`src/rtl/serial_sub_pkg.sv`:
```
// +-----------------------------------------------------------------+
// | serial_sub_pkg : shared state encoding and default width        |
// | Rev 1.0                                                         |
// +-----------------------------------------------------------------+
`default_nettype none

package serial_sub_pkg;

  localparam int DEFAULT_WIDTH = 8;

  typedef enum logic [1:0] {
    S_IDLE  = 2'd0,
    S_SHIFT = 2'd1,
    S_DONE  = 2'd2
  } state_t;

endpackage

`default_nettype wire

```
`src/rtl/serial_subtractor_full_subtractor.sv`:
```
// +-----------------------------------------------------------------+
// | FullSubtractor : one-bit combinational x - y - borrow cell      |
// | Rev 1.0                                                         |
// +-----------------------------------------------------------------+
`default_nettype none

module FullSubtractor (
  input  logic in1,
  input  logic in2,
  input  logic b_in,
  output logic diff,
  output logic b_out
);

  assign diff  = in1 ^ in2 ^ b_in;
  assign b_out = (~in1 & in2) | (~(in1 ^ in2) & b_in);

endmodule

`default_nettype wire

```
`src/rtl/serial_subtractor.sv`:
```
// +-----------------------------------------------------------------+
// | serial_subtractor : bit-serial a - b - b_in, LSB first          |
// | Rev 1.0                                                         |
// +-----------------------------------------------------------------+
`default_nettype none

module serial_subtractor
  import serial_sub_pkg::*;
#(
  parameter int WIDTH = DEFAULT_WIDTH
) (
  input  logic             clk,
  input  logic             rst,
  input  logic             start,
  input  logic [WIDTH-1:0] a,
  input  logic [WIDTH-1:0] b,
  input  logic             b_in,
  output logic             busy,
  output logic             done,
  output logic [WIDTH-1:0] diff,
  output logic             b_out,
  output logic             overflow
);

  localparam int CW = $clog2(WIDTH);
  localparam logic [CW-1:0] C_LAST = CW'(WIDTH - 1);

  state_t           r_state;
  state_t           w_state_nxt;
  logic [WIDTH-1:0] r_a_sr;
  logic [WIDTH-1:0] r_b_sr;
  logic [WIDTH-1:0] r_res_sr;
  logic [CW-1:0]    r_cnt;
  logic             r_borrow;
  logic             r_a_msb;
  logic             r_b_msb;

  logic             w_bit;
  logic             w_borrow_nxt;
  logic             w_last;
  logic [WIDTH-1:0] w_res_nxt;

  FullSubtractor u_cell (
    .in1  (r_a_sr[0]),
    .in2  (r_b_sr[0]),
    .b_in (r_borrow),
    .diff (w_bit),
    .b_out(w_borrow_nxt)
  );

  assign w_last    = (r_cnt == C_LAST);
  assign w_res_nxt = {w_bit, r_res_sr[WIDTH-1:1]};

  always_comb begin
    w_state_nxt = r_state;
    case (r_state)
      S_IDLE:  if (start) w_state_nxt = S_SHIFT;
      S_SHIFT: if (w_last) w_state_nxt = S_DONE;
      S_DONE:  w_state_nxt = S_IDLE;
      default: w_state_nxt = S_IDLE;
    endcase
  end

  always_ff @(posedge clk) begin
    if (rst) begin
      r_state  <= S_IDLE;
      r_a_sr   <= '0;
      r_b_sr   <= '0;
      r_res_sr <= '0;
      r_cnt    <= '0;
      r_borrow <= 1'b0;
      r_a_msb  <= 1'b0;
      r_b_msb  <= 1'b0;
      busy     <= 1'b0;
      done     <= 1'b0;
      diff     <= '0;
      b_out    <= 1'b0;
      overflow <= 1'b0;
    end else begin
      r_state <= w_state_nxt;
      busy    <= (w_state_nxt == S_SHIFT);
      done    <= (w_state_nxt == S_DONE);
      case (r_state)
        S_IDLE: begin
          if (start) begin
            r_a_sr   <= a;
            r_b_sr   <= b;
            r_a_msb  <= a[WIDTH-1];
            r_b_msb  <= b[WIDTH-1];
            r_res_sr <= '0;
            r_borrow <= b_in;
            r_cnt    <= '0;
            diff     <= '0;
            b_out    <= 1'b0;
            overflow <= 1'b0;
          end
        end
        S_SHIFT: begin
          r_a_sr   <= r_a_sr >> 1;
          r_b_sr   <= r_b_sr >> 1;
          r_res_sr <= w_res_nxt;
          r_borrow <= w_borrow_nxt;
          r_cnt    <= r_cnt + 1'b1;
          if (w_last) begin
            diff     <= w_res_nxt;
            b_out    <= w_borrow_nxt;
            // Overflow only possible when operand signs differ
            overflow <= (r_a_msb != r_b_msb) && (w_res_nxt[WIDTH-1] != r_a_msb);
          end
        end
        default: ;
      endcase
    end
  end

endmodule

`default_nettype wire

```
`config.mk`:
```
export PLATFORM = sky130hd
export DESIGN_NAME = serial_subtractor
export DESIGN_NICKNAME = d
export VERILOG_FILES = /design/src/rtl/serial_sub_pkg.sv /design/src/rtl/serial_subtractor_full_subtractor.sv /design/src/rtl/serial_subtractor.sv
export SDC_FILE = /design/constraint.sdc
export NUM_CORES = 1
export LEC_CHECK = 0
export CAP_MARGIN = 0
export CORE_AREA = 3 3 65 67
export DETAILED_ROUTE_END_ITERATION = 7
export DIE_AREA = 0 0 68 70
export GPL_ROUTABILITY_DRIVEN = 1
export PLACE_DENSITY = 0.74
export SLEW_MARGIN = 5
export SYNTH_ARGS = -nofsm -noshare
export SYNTH_HDL_FRONTEND = slang
export SYNTH_SLANG_ARGS = --single-unit
```
`constraint.sdc`:
```
create_clock -name clk -period 1.7 [get_ports clk]
set_input_delay 0.17 -clock clk [delete_from_list [all_inputs] [get_ports clk]]
set_output_delay 0.17 -clock clk [all_outputs]
set_load 0.005 [all_outputs]
```
Word-level counts from Yosys, hierarchy flattened
Index checks and enable logic that the tools add are counted.
{"block": "totals", "reg_bits": 44, "inputBits": 20}
{"block": "classes", "n_addsub": 1, "n_eq_ne": 8, "n_mux": 20, "bitwise_logic": 7, "reduce_logical": 6}
{"op": "$pmux 8 s2", "n": 4}
{"op": "$mux 8", "n": 4}
{"op": "$pmux 1 s2", "n": 3}
{"op": "$pmux 3 s2", "n": 1}
{"op": "$eq 2x1->1 const B", "n": 2}
{"op": "$mux 1", "n": 4}
{"op": "$mux 2", "n": 2}
{"op": "$ne 2x2->1 const B", "n": 2}
{"op": "$pmux 2 s2", "n": 1}
{"op": "$reduce_and 2->1", "n": 2}
{"op": "$add 3x1->3 const B", "n": 1}
{"op": "$eq 3x3->1 const B", "n": 1}
{"op": "$mux 3", "n": 1}
{"op": "$reduce_and 3->1", "n": 1}
{"op": "$and 1x1->1", "n": 2}
{"op": "$eq 2x2->1 const B", "n": 1}
{"op": "$logic_not 2->1", "n": 1}
{"op": "$ne 1x1->1", "n": 2}
{"op": "$not 1->1", "n": 2}
{"op": "$reduce_bool 2->1", "n": 1}
{"op": "$xor 1x1->1", "n": 2}
{"op": "$logic_and 1x1->1", "n": 1}
{"op": "$or 1x1->1", "n": 1}

Longest topological paths before layout
{"block": "depth", "word_depth": 6, "depth_mapped": 6, "depth_no_buf": 5}

Hierarchy
A second synthesis with hierarchy kept.
{"block": "hier_totals", "hier_cells": 204, "hier_area_um2": 1858.0}
{"module": "serial_subtractor", "instances": 1, "cells_each": 200, "area_each_um2": 1826.8}
{"module": "FullSubtractor", "instances": 1, "cells_each": 4, "area_each_um2": 31.3}

Worst setup path after synthesis
Ideal clock, no wire load.
{"block": "synth_timing", "path_type": "reg2reg", "start": "register r_cnt[0]", "end": "register overflow", "t_arrival_ns": 1.365, "required_time_ns": 1.641, "setup_slack_ns": 0.276, "path_stages_with_launch": 6, "path_buffers": 0, "cell_sequence": "dfxtp_1 > ha_1 > ha_1 > mux2_2 > a21oi_4 > a22o_1"}
{"block": "synth_via", "elab_chain_len": 3}
{"element": "start: declaration", "line_no": "serial_subtractor.sv:33", "source": "logic [CW-1:0] r_cnt;"}
{"element": "start signal: assignment", "line_no": "serial_subtractor.sv:103", "source": "r_cnt <= r_cnt + 1'b1;"}
{"element": "$eq 3x3->1", "line_no": "serial_subtractor.sv:51", "source": "assign w_last = (r_cnt == C_LAST);"}
{"element": "$ne 2x2->1 (no source line)"}
{"element": "$reduce_and 3->1 (no source line)"}
{"element": "end signal: assignment", "line_no": "serial_subtractor.sv:108", "source": "overflow <= (r_a_msb != r_b_msb) && (w_res_nxt[WIDTH-1] != r_a_msb);"}
{"element": "end: declaration", "line_no": "serial_subtractor.sv:22", "source": "output logic overflow"}
No other way between the ends.
A chain may end at the register's enable or synchronous reset.

Worst setup path in the final report
{"block": "layout_timing", "start": "register r_cnt[0]", "end": "register diff[2]"}
{"block": "layout_via", "elab_chain_len": 3}
{"element": "$eq 3x3->1", "line_no": "serial_subtractor.sv:51"}
{"element": "$ne 2x2->1 (no source line)"}
{"element": "$reduce_and 3->1 (no source line)"}
{"element": "end signal: assignment", "line_no": "serial_subtractor.sv:105", "source": "diff <= w_res_nxt;"}
{"element": "end: declaration", "line_no": "serial_subtractor.sv:20", "source": "output logic [WIDTH-1:0] diff,"}
No other way between the ends.

==> key figures <==
Place
  • Routability Congestion: 0.825
  • Worst slack, placed: -148 ps
  • Hpwl dp: 2380 µm
  • Port Buffers: 31

Worst setup path
  • Largest delay share family, worst path: compound AO/OA/AOI/OAI gates
  • Worst setup EP type: flop
  • Startpoint types: flop
  • Top cell by count, worst path: ha_1
  • Worst path buffer plus inverter count: 0
  • Worst Setup Path Type: reg -> reg
  • Arrival time worst endpoint: 1800 ps
  • Critical path required time: 1930 ps
  • Worst path max stage delay: 330 ps
  • CP Max Fanout: 10
  • Critical-path top delay cell: dfxtp_1
  • Crit-path cells: ha_1, ha_1, mux2_2, a21oi_4, a22o_1

Routing
  • Top sig layer: met4
  • Via-to-Cell Ratio: 5.52
  • Vias: 1,331
  • Met2 WL post-DR: 1710 µm
  • DR pass1 iterations: 5
  • WL met3: 141 µm
  • Final wirelength: 3570 µm
  • WL/cell: 14.8 µm
  • WL met1: 1620 µm
  • Final ANT Viol Nets: 0
  • Drt drc: 0
  • Iter 0 DRT Violations: 68

CTS
  • CTS resizes: 0
  • Maximum level of the CTS H-tree: 2
  • Clock Path Buffers: 2
  • CTS root buf: clkbuf_8
  • Worst-path clk slew: 70 ps
  • Post-CTS setup buffer count: 0
  • Num CTS Buffers: 5
  • Clk Latency, worst-skew pair: 290 ps
  • CTS hold repair buffers: 0
  • Clock tree sinks: 43
  • CTS tree: yes

Timing
  • WHS: 479 ps
  • Setup-failing EPs final: 0
  • Final period utilization: 92.4%
  • RSZ-0062 raised after global routing: false
  • Fin crit period: 1570 ps
  • Final Skew: 3.89 ps
  • Slew headroom: 60.3%
  • Slew @ Worst Pin: 596 ps
  • Final Max Slew Viols: 0
  • Fmax: 637 MHz
  • Final hold vios: 0
  • Final setup margin: 130 ps

Floorplanning
  • Num ports: 32
  • Die Y-Extent: 70 µm
  • Initial Util: 49.3%
  • Core area: 3690 µm²
  • Rows: 22
  • Die W: 68 µm
  • Die Area: 4760 µm²

Finish
  • Post-layout util: 60.3%
  • Multi-input gate area: 858 µm²
  • Final nets: 215
  • Register area: 861 µm²
  • Synth-to-Final Area Change: 22.3%
  • Layout cells sized above 1: 20.7%
  • Fill count: 312
  • Antenna diodes: 0

GRT
  • Initial antenna violation count: 0
  • Gr ovfl total: 0
  • Vias in the first global route: 1,303
  • GRT Total Usage: 15.8%
  • First-pass GRT wire length: 5840 µm
  • Largest net degree at the start of global routing: 29

Logic synthesis
  • Syn Nets: 183
  • #FFs+latches synth: 43
  • Sequential-to-total area share from yosys stat: 47.4%
  • Synthesis Warnings: 0
  • Yosys cell types: 31
  • Avg Synthesized Cell Area: 11.4 µm²
  • Post-Synthesis Cells: 160
  • Synth Cell Area: 1820 µm²

Power
  • Leak: 0.833 nW
  • VDD IR max: 0.637 mV
  • Pwr dens: 885 nW/µm²

Worst hold path
  • Hold Crit Class: reg -> reg

Flow run
  • Max Cap Viol: 0

Status
  • Status: finished, final reports clean
[worst register-to-register path, cell delays in order (launching register included)]
cell     delay (ps)
dfxtp_1         330
ha_1            200
ha_1            190
mux2_2          300
a21oi_4         300
a22o_1          190
[report_power, final]
part	switching, mW	leakage, nW	internal [mW]	total [mW]
Clock	0.322	0.0422	0.288	0.610
Sequential	0.0284	0.352	1.05	1.08
Combinational	0.140	0.439	0.137	0.277
[layer usage]
metal	global-route usage (%)	vias up
li1	-	641
met1	21.0	646
met2	23.6	32
met3	4.34	12
met4	7.06	0
met5	0	-
[cells by family (layout without fill, tap and decap cells)]
family | count (synthesis) | in the layout | synth area share (%)
fa+ha+maj | 3 | 3 | 2.48
simple gates | 39 | 39 | 11.4
buf+inv | 16 | 48 | 6.54
flops | 43 | 43 | 47.4
mux | 18 | 18 | 9.98
compound gates | 41 | 42 | 22.2
[layout make-up]
type | instances | area share, %
Tap cell | 48 | 2.70
Multi-Input combinational cell | 102 | 38.6
Inverter | 4 | 0.675
Clock buffer | 7 | 3.43
Clock inverter | 1 | 0.225
Timing Repair Buffer | 36 | 15.6
Sequential cell | 43 | 38.7
[layout by cell type (no fill, tap or decap), types with 2 or more instances in the layout]
master / instances
o21ai_0: 2
clkbuf_1: 2
a22oi_1: 11
a22o_1: 10
buf_4: 5
ha_1: 2
nor2_2: 6
dfxtp_1: 43
a211oi_2: 14
inv_1: 4
nor2_1: 22
nor3b_1: 2
nand2b_1: 2
clkdlybuf4s50_1: 31
clkbuf_8: 5
mux2i_1: 17
[cells in the mapped netlist (all sizes together)]
cell type | n | share of area (%)
a22oi | 11 | 4.5
a21oi | 1 | 0.89
and2b | 1 | 0.48
o21ba | 1 | 0.89
a221oi | 1 | 0.48
mux2 | 1 | 0.62
nand2 | 2 | 0.55
nor2 | 28 | 6.6
o21ai | 2 | 0.55
dfxtp | 43 | 47
nand3b | 1 | 0.41
nor3b | 3 | 1.9
fa | 1 | 1.1
nor3 | 2 | 0.83
mux2i | 17 | 9.4
clkbuf | 2 | 0.41
a211oi | 14 | 9.6
buf | 10 | 5.3
a22o | 10 | 4.8
nand2b | 2 | 0.69
ha | 2 | 1.4
o21bai | 1 | 0.41
inv | 4 | 0.83
[registers in the layout (all words and copies together) (netlist names)]
| name | flops |
|---|---|
| r_borrow | 1 |
| r_cnt | 3 |
| r_b_msb | 1 |
| done | 1 |
| r_state | 2 |
| r_a_msb | 1 |
| b_out | 1 |
| r_b_sr | 8 |
| diff | 8 |
| r_a_sr | 8 |
| overflow | 1 |
| busy | 1 |
| r_res_sr | 7 |
[path summary, 6_finish.rpt]
| path | start | endpoint | cells past startpoint | slack (ps) |
|---|---|---|---|---|
| hold reg to reg | diff[5] | diff[5] | 1 | 480 |
| hold / removal | diff[5] | diff[5] | 1 | 480 |
| setup / recovery | r_cnt[0] | diff[2] | 5 | 130 |
| setup reg to reg | r_cnt[0] | diff[2] | 5 | 130 |
[through the flow]
stage | area (µm²) | std cells | total power, mW | setup TNS, ps
final | 2220 | 241 | 1.97 | 0
after global routing | 2220 | 241 | 2.05 | 0
after CTS | 2200 | 240 | 1.98 | 0
after global placement | 2120 | 232 | 1.37 | -513
after floorplan | 1820 | 160 | 1.30 | 0
after detailed placement | 2120 | 232 | 1.37 | -1650
Note: power is estimated with default switching activity, not from simulation.
